===== config.mk =====
export PLATFORM = sky130hd
export DESIGN_NAME = stream_demux
export DESIGN_NICKNAME = d
export VERILOG_FILES = /design/src/rtl/stream_demux_pkg.sv /design/src/rtl/demux_out_slice.sv /design/src/rtl/stream_demux.sv
export SDC_FILE = /design/constraint.sdc
export NUM_CORES = 1
export LEC_CHECK = 0
export BUFFER_PORTS_ARGS = -buffer_cell sky130_fd_sc_hd__buf_2
export CELL_PAD_IN_SITES_DETAIL_PLACEMENT = 0
export CELL_PAD_IN_SITES_GLOBAL_PLACEMENT = 2
export CORE_MARGIN = 4
export CORE_UTILIZATION = 30
export DETAILED_ROUTE_END_ITERATION = 8
export HOLD_SLACK_MARGIN = 0.12
export PLACE_DENSITY = 0.88
export SYNTH_ARGS = -nofsm -noshare
export SYNTH_HDL_FRONTEND = slang
export SYNTH_SLANG_ARGS = --single-unit

===== constraint.sdc =====
create_clock -name clk -period 4 [get_ports clk]
set_input_delay 0.4 -clock clk [delete_from_list [all_inputs] [get_ports clk]]
set_output_delay 0.4 -clock clk [all_outputs]
set_load 0.005 [all_outputs]

===== src/rtl/stream_demux_pkg.sv =====
// Shared types and helpers for the stream demultiplexer.
package stream_demux_pkg;

  typedef enum logic {
    IDLE = 1'b0,
    LOCK = 1'b1
  } demux_state_t;

  function automatic logic route_valid(input int unsigned sel, input int unsigned n);
    return sel < n;
  endfunction

endpackage


===== src/rtl/demux_out_slice.sv =====
// One-entry output register with load and pass-through drain.
module demux_out_slice #(
  parameter int unsigned DATA_W = 8
) (
  input  logic              clk,
  input  logic              rst,
  input  logic              load,
  input  logic [DATA_W-1:0] load_data,
  input  logic              load_last,
  input  logic              ready,
  output logic              valid,
  output logic [DATA_W-1:0] data,
  output logic              last,
  output logic              can_load
);

  assign can_load = !valid || ready;

  // load is only raised when can_load holds, so a stalled entry never changes
  always_ff @(posedge clk) begin
    if (rst) begin
      valid <= 1'b0;
      data  <= '0;
      last  <= 1'b0;
    end else if (load) begin
      valid <= 1'b1;
      data  <= load_data;
      last  <= load_last;
    end else if (ready) begin
      valid <= 1'b0;
    end
  end

endmodule


===== src/rtl/stream_demux.sv =====
// Registered 1-to-N stream demultiplexer with packet-locked routing and drop counting.
module stream_demux
  import stream_demux_pkg::*;
#(
  parameter int unsigned DATA_W = 8,
  parameter int unsigned N_OUT  = 4,
  parameter int unsigned SEL_W  = $clog2(N_OUT),
  parameter int unsigned CNT_W  = 16
) (
  input  logic                    clk,
  input  logic                    rst,
  input  logic                    s_valid,
  output logic                    s_ready,
  input  logic [DATA_W-1:0]       s_data,
  input  logic                    s_last,
  input  logic [SEL_W-1:0]        s_sel,
  output logic [N_OUT-1:0]        m_valid,
  input  logic [N_OUT-1:0]        m_ready,
  output logic [N_OUT*DATA_W-1:0] m_data,
  output logic [N_OUT-1:0]        m_last,
  output logic                    busy,
  output logic [CNT_W-1:0]        drop_count
);

  demux_state_t     state;
  demux_state_t     state_nxt;
  logic [SEL_W-1:0] cur_sel;
  logic [SEL_W-1:0] route;
  logic             route_ok;
  logic             accept;
  logic             drop;
  logic [N_OUT-1:0] hit;
  logic [N_OUT-1:0] can_load;
  logic [N_OUT-1:0] load;

  assign route    = (state == LOCK) ? cur_sel : s_sel;
  assign route_ok = route_valid(32'(route), N_OUT);

  // s_ready depends on route and m_ready only, never on s_valid
  assign s_ready = route_ok ? |(hit & can_load) : 1'b1;
  assign accept  = s_valid && s_ready;
  assign load    = {N_OUT{accept}} & hit;
  assign drop    = accept && !route_ok;

  for (genvar k = 0; k < N_OUT; k++) begin : g_slice
    assign hit[k] = (route == SEL_W'(k));

    demux_out_slice #(
      .DATA_W(DATA_W)
    ) u_slice (
      .clk      (clk),
      .rst      (rst),
      .load     (load[k]),
      .load_data(s_data),
      .load_last(s_last),
      .ready    (m_ready[k]),
      .valid    (m_valid[k]),
      .data     (m_data[k*DATA_W +: DATA_W]),
      .last     (m_last[k]),
      .can_load (can_load[k])
    );
  end

  always_ff @(posedge clk) begin
    if (rst) begin
      state <= IDLE;
    end else begin
      state <= state_nxt;
    end
  end

  always_comb begin
    state_nxt = state;
    case (state)
      IDLE:    if (accept && !s_last) state_nxt = LOCK;
      LOCK:    if (accept && s_last)  state_nxt = IDLE;
      default: state_nxt = IDLE;
    endcase
  end

  always_comb begin
    busy = (state == LOCK);
  end

  always_ff @(posedge clk) begin
    if (rst) begin
      cur_sel <= '0;
    end else if (state == IDLE && accept && !s_last) begin
      cur_sel <= s_sel;
    end
  end

  always_ff @(posedge clk) begin
    if (rst) begin
      drop_count <= '0;
    end else if (drop && drop_count != '1) begin
      drop_count <= drop_count + 1'b1;
    end
  end

endmodule


==> key figures <==
Timing
  – Slew margin rel.: 40.9%
  – Clock Skew: just over 0.006 ns
  – Worst Slack Setup Final: roughly 1.9 ns
  – Fin Hold WS: 0.393 ns
  – Max-slew violations: 0
  – Fin crit period: 2.14 ns
  – Slew @ Worst Pin: just under 0.9 ns
  – Max Clk Rate: around 0.47 GHz
  – Total negative slack: 0 ns
  – Final hold vios: 0
  – RSZ-0062 raised after global routing: no
  – Final setup vio count: 0
  – Tcrit/Tclk final: a little over half

Synthesis
  – Synthesized flop and latch total: 43
  – Synth Warn #: 0
  – Register area share after synthesis: 45.9%
  – Distinct cell type count after synthesis: 20
  – Post-Syn Area per Cell: 10.1 µm²
  – Post-Synth XOR/XNOR Area: 0%
  – Synthesized area: 1880 µm²
  – Largest family of logic cells by synthesized area: multiplexers
  – Simple-gate share of the synthesized area: 13.0%
  – Post-synthesis compound-gate area fraction: around 2.3%
  – Mux cell area share after synthesis: 25.9%
  – Syn Inst Count: approximately 190
  – Synth Area in Adders: 0%

Drt
  – Final antenna-violating net count: 0
  – WL/cell: 13.6 µm
  – Via count: 1,329
  – Initial DRC count: 27
  – First-pass DRT Iterations: 4
  – # DRC: 0
  – Final wirelength: 4.22 mm
  – Vias per cell: 4.30

Clock tree
  – Hold buffer count at cts: 0
  – CTS tree: done
  – Total CTS buffers: 5
  – Post-CTS setup buffers: 0
  – Root buffer cell: clkbuf_8
  – TritonCTS Sinks: 43
  – Post-CTS Resized: 0
  – Clk_lat worst skew: 0.29 ns
  – Clk pin slew, worst setup/hold paths: 0.08 ns
  – H-Tree Depth: 2
  – Clock Path Buffers: 2

Global route
  – First-pass GRT wire length: 6.64 mm
  – Largest net degree at the start of global routing: 46
  – Initial antenna violation count: 0
  – Gr usage total: 11.4%
  – GRT Residual Overflow: 0
  – Vias in the first global route: 1,268

Run status
  – Status: completed

Setup path
  – Crit path to: g_slice[0].u_slice.data[3]$_SDFFE_PP0P_
  – CP max stage cell: nand4_1
  – Reg-to-Reg End: g_slice[0].u_slice.data[3]$_SDFFE_PP0P_
  – Crit path depth: 4
  – WS Path Type: flop to flop
  – WP buf/inv: 0
  – Worst-path cell chain: mux2i_1 > nand4_1 > mux2i_1 > nor2_1
  – CP Capture Type: flop
  – Crit-path max FO: 10
  – Worst setup SP type: flop
  – Max stage delay on crit path: 0.73 ns
  – Data required, critical path: 4.15 ns
  – Reg2Reg Depth: 4
  – Crit-path most repeated cell: mux2i_1
  – Crit-path leading delay family: simple AND/OR/NAND/NOR gates
  – Reg-to-reg slack, setup: 1.86 ns
  – Worst EP arrival: 2.29 ns

Placed design
  – Setup WS pre-CTS: roughly 1.9 ns
  – Placed Area: between 2000 and 2500 µm²
  – GP Congestion: 0.700
  – DP Wirelength: ~3.0 mm
  – Port buffer count: 59

Power and ir drop
  – Internal power: 688 µW
  – Gate power share: between 10 and 15%
  – Flop pwr share: 50.3%
  – PwrDens: approximately 420 nW/µm²
  – Lkg Pwr: ~1.2 nW
  – Sw Share: about a quarter
  – Clk pwr share: a little under two fifths
  – Maximum vdd ir drop: approximately 0.16 mV
  – Switching Power: around 230 µW

Finish
  – Most frequent cells in the layout: buf_2, dfxtp_1, mux2i_1
  – Commonest non-fill, non-tap cell in the layout: buf_2
  – Final instance area: 2200 µm²
  – Area grow syn2layout: 17.1%
  – Layout cells sized above 1: 30.8%
  – Final #Nets: 251
  – ANT cells: 0

Die
  – Die area: approximately 7600 µm²
  – Die width: 87.1 µm
  – Number of placement rows: 28
  – Core area: 5990 µm²
  – Starting density of the core: 31.3%
  – Ports: 76
  – Die Y: 87.1 µm

Run
  – Max-cap viol count: 0

Worst hold path
  – Cells on Worst Hold Path: 3
  – HP Start: s_data[1]
  – Hold Crit Class: input pin to flop
[worst min path at each step]
stage                                              end  slack [ns]
2_1_floorplan                  cur_sel[0]$_SDFFE_PP0P_        0.46
6_report       g_slice[2].u_slice.data[1]$_SDFFE_PP0P_        0.39
4_1_cts        g_slice[3].u_slice.data[3]$_SDFFE_PP0P_        0.39
5_1_grt        g_slice[2].u_slice.data[3]$_SDFFE_PP0P_        0.38
3_5_place_dp   g_slice[3].u_slice.data[3]$_SDFFE_PP0P_        0.48
3_3_place_gp      g_slice[0].u_slice.last$_SDFFE_PP0P_        0.47
[flip-flops by register name (all words and copies together) (netlist names), named ones only]
register,flops
g_slice.u_slice.valid,4
g_slice.u_slice.data,32
g_slice.u_slice.last,4
cur_sel,2
[tightest hold or removal path: stages]
cell and delay, ns:
buf_2 0.11, mux2i_1 0.07, nor2_1 0.07
[cell usage after synthesis]
master,n,share of area (%)
buf_1,1,0.20
nor2_1,39,7.8
nor3b_1,1,0.40
a21oi_1,4,1.1
clkbuf_1,4,0.80
o22ai_1,2,0.67
nor2b_1,2,0.67
nand2_1,4,0.80
buf_4,27,11
nand4_1,4,1.3
nand2b_1,6,2.0
mux2i_1,40,21
buf_6,1,0.60
mux2_4,2,1.6
conb_1,1,0.20
dfxtp_1,43,46
o221a_1,1,0.60
buf_2,1,0.27
mux2i_4,2,2.4
mux2_2,1,0.60
[per-stage QoR]
stage | util [%] | total power, mW | std cells
after floorplan | - | 0.561 | 201
after global placement | 34.8 | 0.587 | 301
after detailed placement | 34.8 | 0.589 | 301
after CTS | 36.7 | 0.931 | 309
after global routing | 36.7 | 0.967 | 309
final | 36.7 | 0.913 | 309
[power groups by stage]
| stage | Sequential [mW] | Clock [mW] | Combinational [mW] |
|---|---|---|---|
| 2_1_floorplan | 0.468 | 0 | 0.0929 |
| 3_3_place_gp | 0.469 | 0 | 0.118 |
| 3_5_place_dp | 0.470 | 0 | 0.119 |
| 4_1_cts | 0.459 | 0.352 | 0.119 |
| 5_1_grt | 0.462 | 0.376 | 0.129 |
| 6_report | 0.459 | 0.337 | 0.117 |
[per-layer routing]
layer	GRT usage (%)	share of wire (%)	vias to the layer above
li1	-	-	666
met1	14.6	45	610
met3	3.78	7.5	7
met5	0	0	-
met4	3.77	1.1	0
met2	17.9	47	46
[logic make-up after synthesis]
group	after synthesis
AND/OR/NAND/NOR	56
multiplexers	45
flip-flops	43
buffers and inverters	34
AO/OA/AOI/OAI	7
other	1
[final cells by class]
cell class	instances	area, µm²
Fill cell	634	3790
Sequential cell	43	861
Multi-Input combinational cell	124	835
Timing Repair Buffer	59	295
Tap cell	75	93.8
Clock buffer	5	68.8
Clock inverter	3	43.8
No activity file was read; power rests on OpenSTA's default activity.
